### src/rtl/fifo_pkg.sv
// Shared constants and types for the 8-bit, 16-deep synchronous FIFO and its
// read-side adapter.
package fifo_pkg;

  localparam int FIFO_DW           = 8;
  localparam int FIFO_DEPTH        = 16;
  localparam int ADAPTER_BUF_DEPTH = 2;

  typedef logic [FIFO_DW-1:0] fifo_word_t;

endpackage

### src/rtl/fifo_rd_skid_buf.sv
// Circular output buffer for the FIFO read adapter: push/pop/flush with an
// occupancy count; the head entry is always presented on o_data.
module fifo_rd_skid_buf
  import fifo_pkg::*;
#(
  parameter int DW        = FIFO_DW,
  parameter int BUF_DEPTH = ADAPTER_BUF_DEPTH
) (
  input  logic                         clk,
  input  logic                         rst,
  input  logic                         i_flush,
  input  logic                         i_push,
  input  logic [DW-1:0]                i_push_data,
  input  logic                         i_pop,
  output logic [DW-1:0]                o_data,
  output logic                         o_valid,
  output logic [$clog2(BUF_DEPTH):0]   o_occupancy
);

  localparam int AW = $clog2(BUF_DEPTH);
  localparam int OW = AW + 1;

  logic [DW-1:0] r_mem [BUF_DEPTH];
  logic [AW-1:0] r_wr_ptr;
  logic [AW-1:0] r_rd_ptr;
  logic [OW-1:0] r_occ;

  // Power-of-two depth lets the pointers wrap by natural overflow.
  always_ff @(posedge clk or posedge rst) begin
    if (rst) begin
      r_wr_ptr <= '0;
      r_rd_ptr <= '0;
      r_occ    <= '0;
      for (int unsigned i = 0; i < BUF_DEPTH; i++) begin
        r_mem[i] <= '0;
      end
    end else if (i_flush) begin
      r_wr_ptr <= '0;
      r_rd_ptr <= '0;
      r_occ    <= '0;
    end else begin
      if (i_push) begin
        r_mem[r_wr_ptr] <= i_push_data;
        r_wr_ptr        <= r_wr_ptr + AW'(1);
      end
      if (i_pop) begin
        r_rd_ptr <= r_rd_ptr + AW'(1);
      end
      case ({i_push, i_pop})
        2'b10:   r_occ <= r_occ + OW'(1);
        2'b01:   r_occ <= r_occ - OW'(1);
        default: r_occ <= r_occ;
      endcase
    end
  end

  assign o_data      = r_mem[r_rd_ptr];
  assign o_valid     = (r_occ != '0);
  assign o_occupancy = r_occ;

endmodule

### src/rtl/fifo_rd_adapter.sv
// Read-side adapter for the team FIFO: issues reads around the one-cycle read
// latency, captures returned words and streams them out over valid/ready.
module fifo_rd_adapter
  import fifo_pkg::*;
#(
  parameter int DW        = FIFO_DW,
  parameter int BUF_DEPTH = ADAPTER_BUF_DEPTH,
  parameter int CNT_W     = 16
) (
  input  logic                         clk,
  input  logic                         rst,
  input  logic                         en,
  input  logic                         flush,
  input  logic                         fifo_empty,
  input  logic [DW-1:0]                fifo_data_out,
  output logic                         fifo_rd_en,
  output logic                         m_valid,
  input  logic                         m_ready,
  output logic [DW-1:0]                m_data,
  output logic [$clog2(BUF_DEPTH):0]   occupancy,
  output logic [CNT_W-1:0]             rd_count
);

  localparam int            OW      = $clog2(BUF_DEPTH) + 1;
  localparam logic [OW:0]   W_LIMIT = (OW + 1)'(BUF_DEPTH);

  logic             w_pop;
  logic             w_push;
  logic             w_issue;
  logic             w_valid;
  logic [OW:0]      w_level;
  logic [OW-1:0]    w_occ;
  logic [DW-1:0]    w_data;
  logic             r_inflight;
  logic [CNT_W-1:0] r_rd_count;

  assign w_pop  = w_valid && m_ready;
  assign w_push = r_inflight && !flush;

  // Committed level counts the in-flight word and credits this cycle's pop,
  // so a full buffer being drained still accepts a new read every clock.
  always_comb begin
    w_level = {1'b0, w_occ} + {{OW{1'b0}}, r_inflight} - {{OW{1'b0}}, w_pop};
    w_issue = !rst && en && !flush && !fifo_empty && (w_level < W_LIMIT);
  end

  always_ff @(posedge clk or posedge rst) begin
    if (rst) begin
      r_inflight <= 1'b0;
      r_rd_count <= '0;
    end else begin
      r_inflight <= w_issue;
      if (w_pop && !flush) begin
        r_rd_count <= r_rd_count + CNT_W'(1);
      end
    end
  end

  fifo_rd_skid_buf #(
    .DW        (DW),
    .BUF_DEPTH (BUF_DEPTH)
  ) u_skid (
    .clk         (clk),
    .rst         (rst),
    .i_flush     (flush),
    .i_push      (w_push),
    .i_push_data (fifo_data_out),
    .i_pop       (w_pop),
    .o_data      (w_data),
    .o_valid     (w_valid),
    .o_occupancy (w_occ)
  );

  assign fifo_rd_en = w_issue;
  assign m_valid    = w_valid;
  assign m_data     = w_data;
  assign occupancy  = w_occ;
  assign rd_count   = r_rd_count;

endmodule
### config.mk
export PLATFORM = sky130hd
export DESIGN_NAME = fifo_rd_adapter
export DESIGN_NICKNAME = d
export VERILOG_FILES = /design/src/rtl/fifo_pkg.sv /design/src/rtl/fifo_rd_skid_buf.sv /design/src/rtl/fifo_rd_adapter.sv
export SDC_FILE = /design/constraint.sdc
export NUM_CORES = 1
export LEC_CHECK = 0
export ABC_CLOCK_PERIOD_IN_PS = 4700
export BUFFER_PORTS_ARGS = -buffer_cell sky130_fd_sc_hd__buf_2
export CAP_MARGIN = 20
export CORE_MARGIN = 2
export CORE_UTILIZATION = 30
export CTS_BUF_LIST = sky130_fd_sc_hd__clkbuf_4
export DETAILED_ROUTE_END_ITERATION = 10
export PLACE_DENSITY = 0.62
export SLEW_MARGIN = 20
export SYNTH_ARGS = -nofsm -noshare
export SYNTH_HDL_FRONTEND = slang
export SYNTH_SLANG_ARGS = --single-unit
### constraint.sdc
create_clock -name clk -period 4.7 [get_ports clk]
set_clock_uncertainty 0.05 [all_clocks]
set_input_delay 0 -clock clk [delete_from_list [all_inputs] [get_ports clk]]
set_output_delay 0 -clock clk [all_outputs]
set_load 0.1 [all_outputs]
==> summary.txt <==
================================================================================
Cell types with the highest counts after synthesis                  dfrtp_1 (37), mux2_2 (11), xnor2_1 (11)
Placeable Area                                                          5610 um2
Net count after synthesis                                                    147
Final setup viols                                                              0
Vias after detailed routing                                                 1206
Clock transition at path regs                                            0.10 ns
1st-iter DRT viols                                                            46
Final Wtd Congestion                                                       0.779
Per-cell routed wire length                                              13.0 um
Worst path setup slack after routing                                     2.21 ns
Crit path max fanout                                                           9
Number of placement rows                                                      27
Reg-to-reg critical path startpoint                                 u_skid.o_occupancy[1]
Power per Cell Area                                                   368 nW/um2
Number of distinct library cells after synthesis                              32
Most used standard cell by instance count after synthesis                dfrtp_1
Async set or reset register ratio after synthesis                           100%
Unrepaired setup endpoints after global routing                               no
Required time of the worst setup path                                    4.65 ns
Largest net degree at the start of global routing                             38
Wire length of the first global-routing pass                             5640 um
Post-synthesis cell count                                                    131
Endpoint, Worst Hold                                                u_skid.o_occupancy[0]
Boundary pin count                                                            42
Most area-consuming cells after synthesis                           dfrtp_1 (52%), mux2_2 (7.0%), mux2_4 (6.8%), xnor2_1 (5.5%), mux2_1 (3.8%)
Clock tree buffer depth                                                        2
HPWL after detailed placement                                            2370 um
Synth top area share                                                       52.5%
Slew at the pin closest to its max-slew limit                           0.590 ns
Max Fclk                                                                 401 MHz
Reg2reg end                                                           r_inflight
Setup slack of the most critical reg-to-reg path                         2.85 ns
Total Wirelength                                                         3380 um
Final net count                                                              204
Timing startpoint of the critical path                              u_skid.o_occupancy[1]
Number of enable flip-flop cells after synthesis                               0
Total CTS buffers                                                              5
Register area share after synthesis                                        52.5%
GRT Resource Usage Total                                                   11.2%
Worst supply voltage drop on vdd                                      0.000175 V
Clock tree from TritonCTS                                                    yes
Count of input and output buffers                                             41
Final cycle utilization of the critical path                               53.1%
Yosys top cell by area                                                   dfrtp_1
Master cell of the clock root buffer                                    clkbuf_4
Antenna cells                                                                  0
Number of global-route vias before repair                                   1236
Total die area                                                          6510 um2
Static leakage                                                           1.12 nW
Post-CTS setup buffers                                                         0
Top_reg_cell synth                                                       dfrtp_1
Hold Buf Count CTS                                                            11
Starting density of the core                                               31.5%
Instance count along the most critical hold path                               4
Worst slack at placement                                                 2.56 ns
Class of the most critical setup path                                 reg -> out
Combined area of all synthesized cells                                  1760 um2
Max-slew headroom                                                          60.6%
Number of clock sinks                                                         37
Die extent in y                                                          80.7 um
Total gr overflow                                                              0
Number of vias per cell after detailed routing                              4.64
Sequential cell area in the final layout                                 926 um2
Yosys warnings                                                                 0
R2R depth                                                                      6
Signal arrival time at the worst endpoint                                2.44 ns
Filler Cells Inserted                                                        556
Antenna violations before repair                                               0
Mean post-synth cell area                                               13.5 um2
Setup crit end kind                                                 primary output
Worst Min Path Start                                                     m_ready
DRT Pass-1 Iters                                                               3
Total negative slack for setup checks                                       0 ns
Hold WC Path Type                                                      in -> reg
Area of the multi-input gates                                            801 um2
Later-pin clock latency in the skew report                               0.33 ns
# resized after CTS                                                            0
Flops & latches, synth                                                        37
Final Hold Fails                                                               0
Outcome                                                             finished, final reports clean
Fraction of final layout cells with drive strength greater than 1          39.4%
DRC                                                                            0
Die width                                                                80.7 um
Critical path launch point type                                         register
Number of nets with antenna violations after routing                           0
Area Overhead vs Synth                                                     24.9%
Number of maximum-capacitance constraint violations                            0
H-tree depth reported by CTS                                                   2
Shortest clock period the worst path allows after layout                 2.49 ns
Max-slew violations                                                            0
================================================================================
[logic make-up (layout without fill, tap and decap cells)]
logic type	after synthesis	after routing	share of synthesized area (%)
adder cells (fa/ha/maj)	2	2	1.84
multiplexers	26	26	18.2
flip-flops	37	37	52.5
buffers and inverters	7	64	2.13
AND/OR/NAND/NOR	37	37	14.4
AO/OA/AOI/OAI	4	4	1.99
XOR/XNOR	18	18	8.94
[power breakdown]
| part | internal [W] | switching, W |
|---|---|---|
| logic | 0.0000703 | 0.000218 |
| registers | 0.000346 | 0.0000194 |
| clock network | 0.0000602 | 0.0000978 |
| total | 0.000477 | 0.000335 |
[flip-flops by register name (all words and copies together), names as in the netlist]
name                count
r_inflight              1
u_skid.r_rd_ptr         1
u_skid.r_wr_ptr         1
u_skid.o_occupancy      2
u_skid.r_mem           16
rd_count               16
[metal layers]
layer / GRT usage, % / wire, um
met2: 19.3 / 1660
met3: 3.48 / 166
met1: 13.3 / 1520
met4: 3.56 / 25
met5: 0 / 0
[stage by stage]
step	total power [W]	utilization [%]	cell area, um2	std cells	hold slack [ns]
3_3_place_gp	0.000652	36.5	2040	242	0.101
2_1_floorplan	0.000613	-	1760	131	0.0817
5_1_grt	0.000852	39.3	2200	260	0.0374
3_5_place_dp	0.000654	36.5	2040	242	0.105
6_report	0.000812	39.3	2200	260	0.0325
4_1_cts	0.000821	39.3	2200	260	0.0105
[critical path, cell delays in order, from the launching register on]
cell and delay [ns]:
dfrtp_1 0.55, nand2_1 0.11, mux2i_1 0.21, nand2_1 0.12, fa_1 0.39, xnor2_1 0.13, and3_1 0.18, buf_2 0.42
[placed cells by master, fill, tap and decap left out, types with 2 or more instances in the layout]
master,n
nand2_1,4
nand3_1,5
nor3_2,2
mux2_2,11
nor2_1,7
mux2_4,8
buf_2,41
dlygate4sd3_1,11
inv_1,4
dfrtp_1,37
nor4_4,2
nand4_1,5
clkbuf_4,6
mux2_1,6
xor2_1,7
xnor2_1,11
and3_1,4
[worst max path at each step]
stage / endpoint / slack [ns] / cells after the start
after detailed placement: fifo_rd_en / 2.56 / 7
after CTS: fifo_rd_en / 2.18 / 7
after global routing: fifo_rd_en / 2.06 / 7
after global placement: fifo_rd_en / 2.64 / 7
final: fifo_rd_en / 2.21 / 7
after floorplan: r_inflight / 1.61 / 6
[cell type report]
type | count | share of cell area (%)
tap | 72 | 4.09
multi-input combinational | 87 | 36.3
sequential | 37 | 42.0
clock inverter | 1 | 0.170
timing repair buffer | 53 | 14.7
inverter | 4 | 0.681
clock buffer | 6 | 2.04
(Power assumes the default switching activity.)
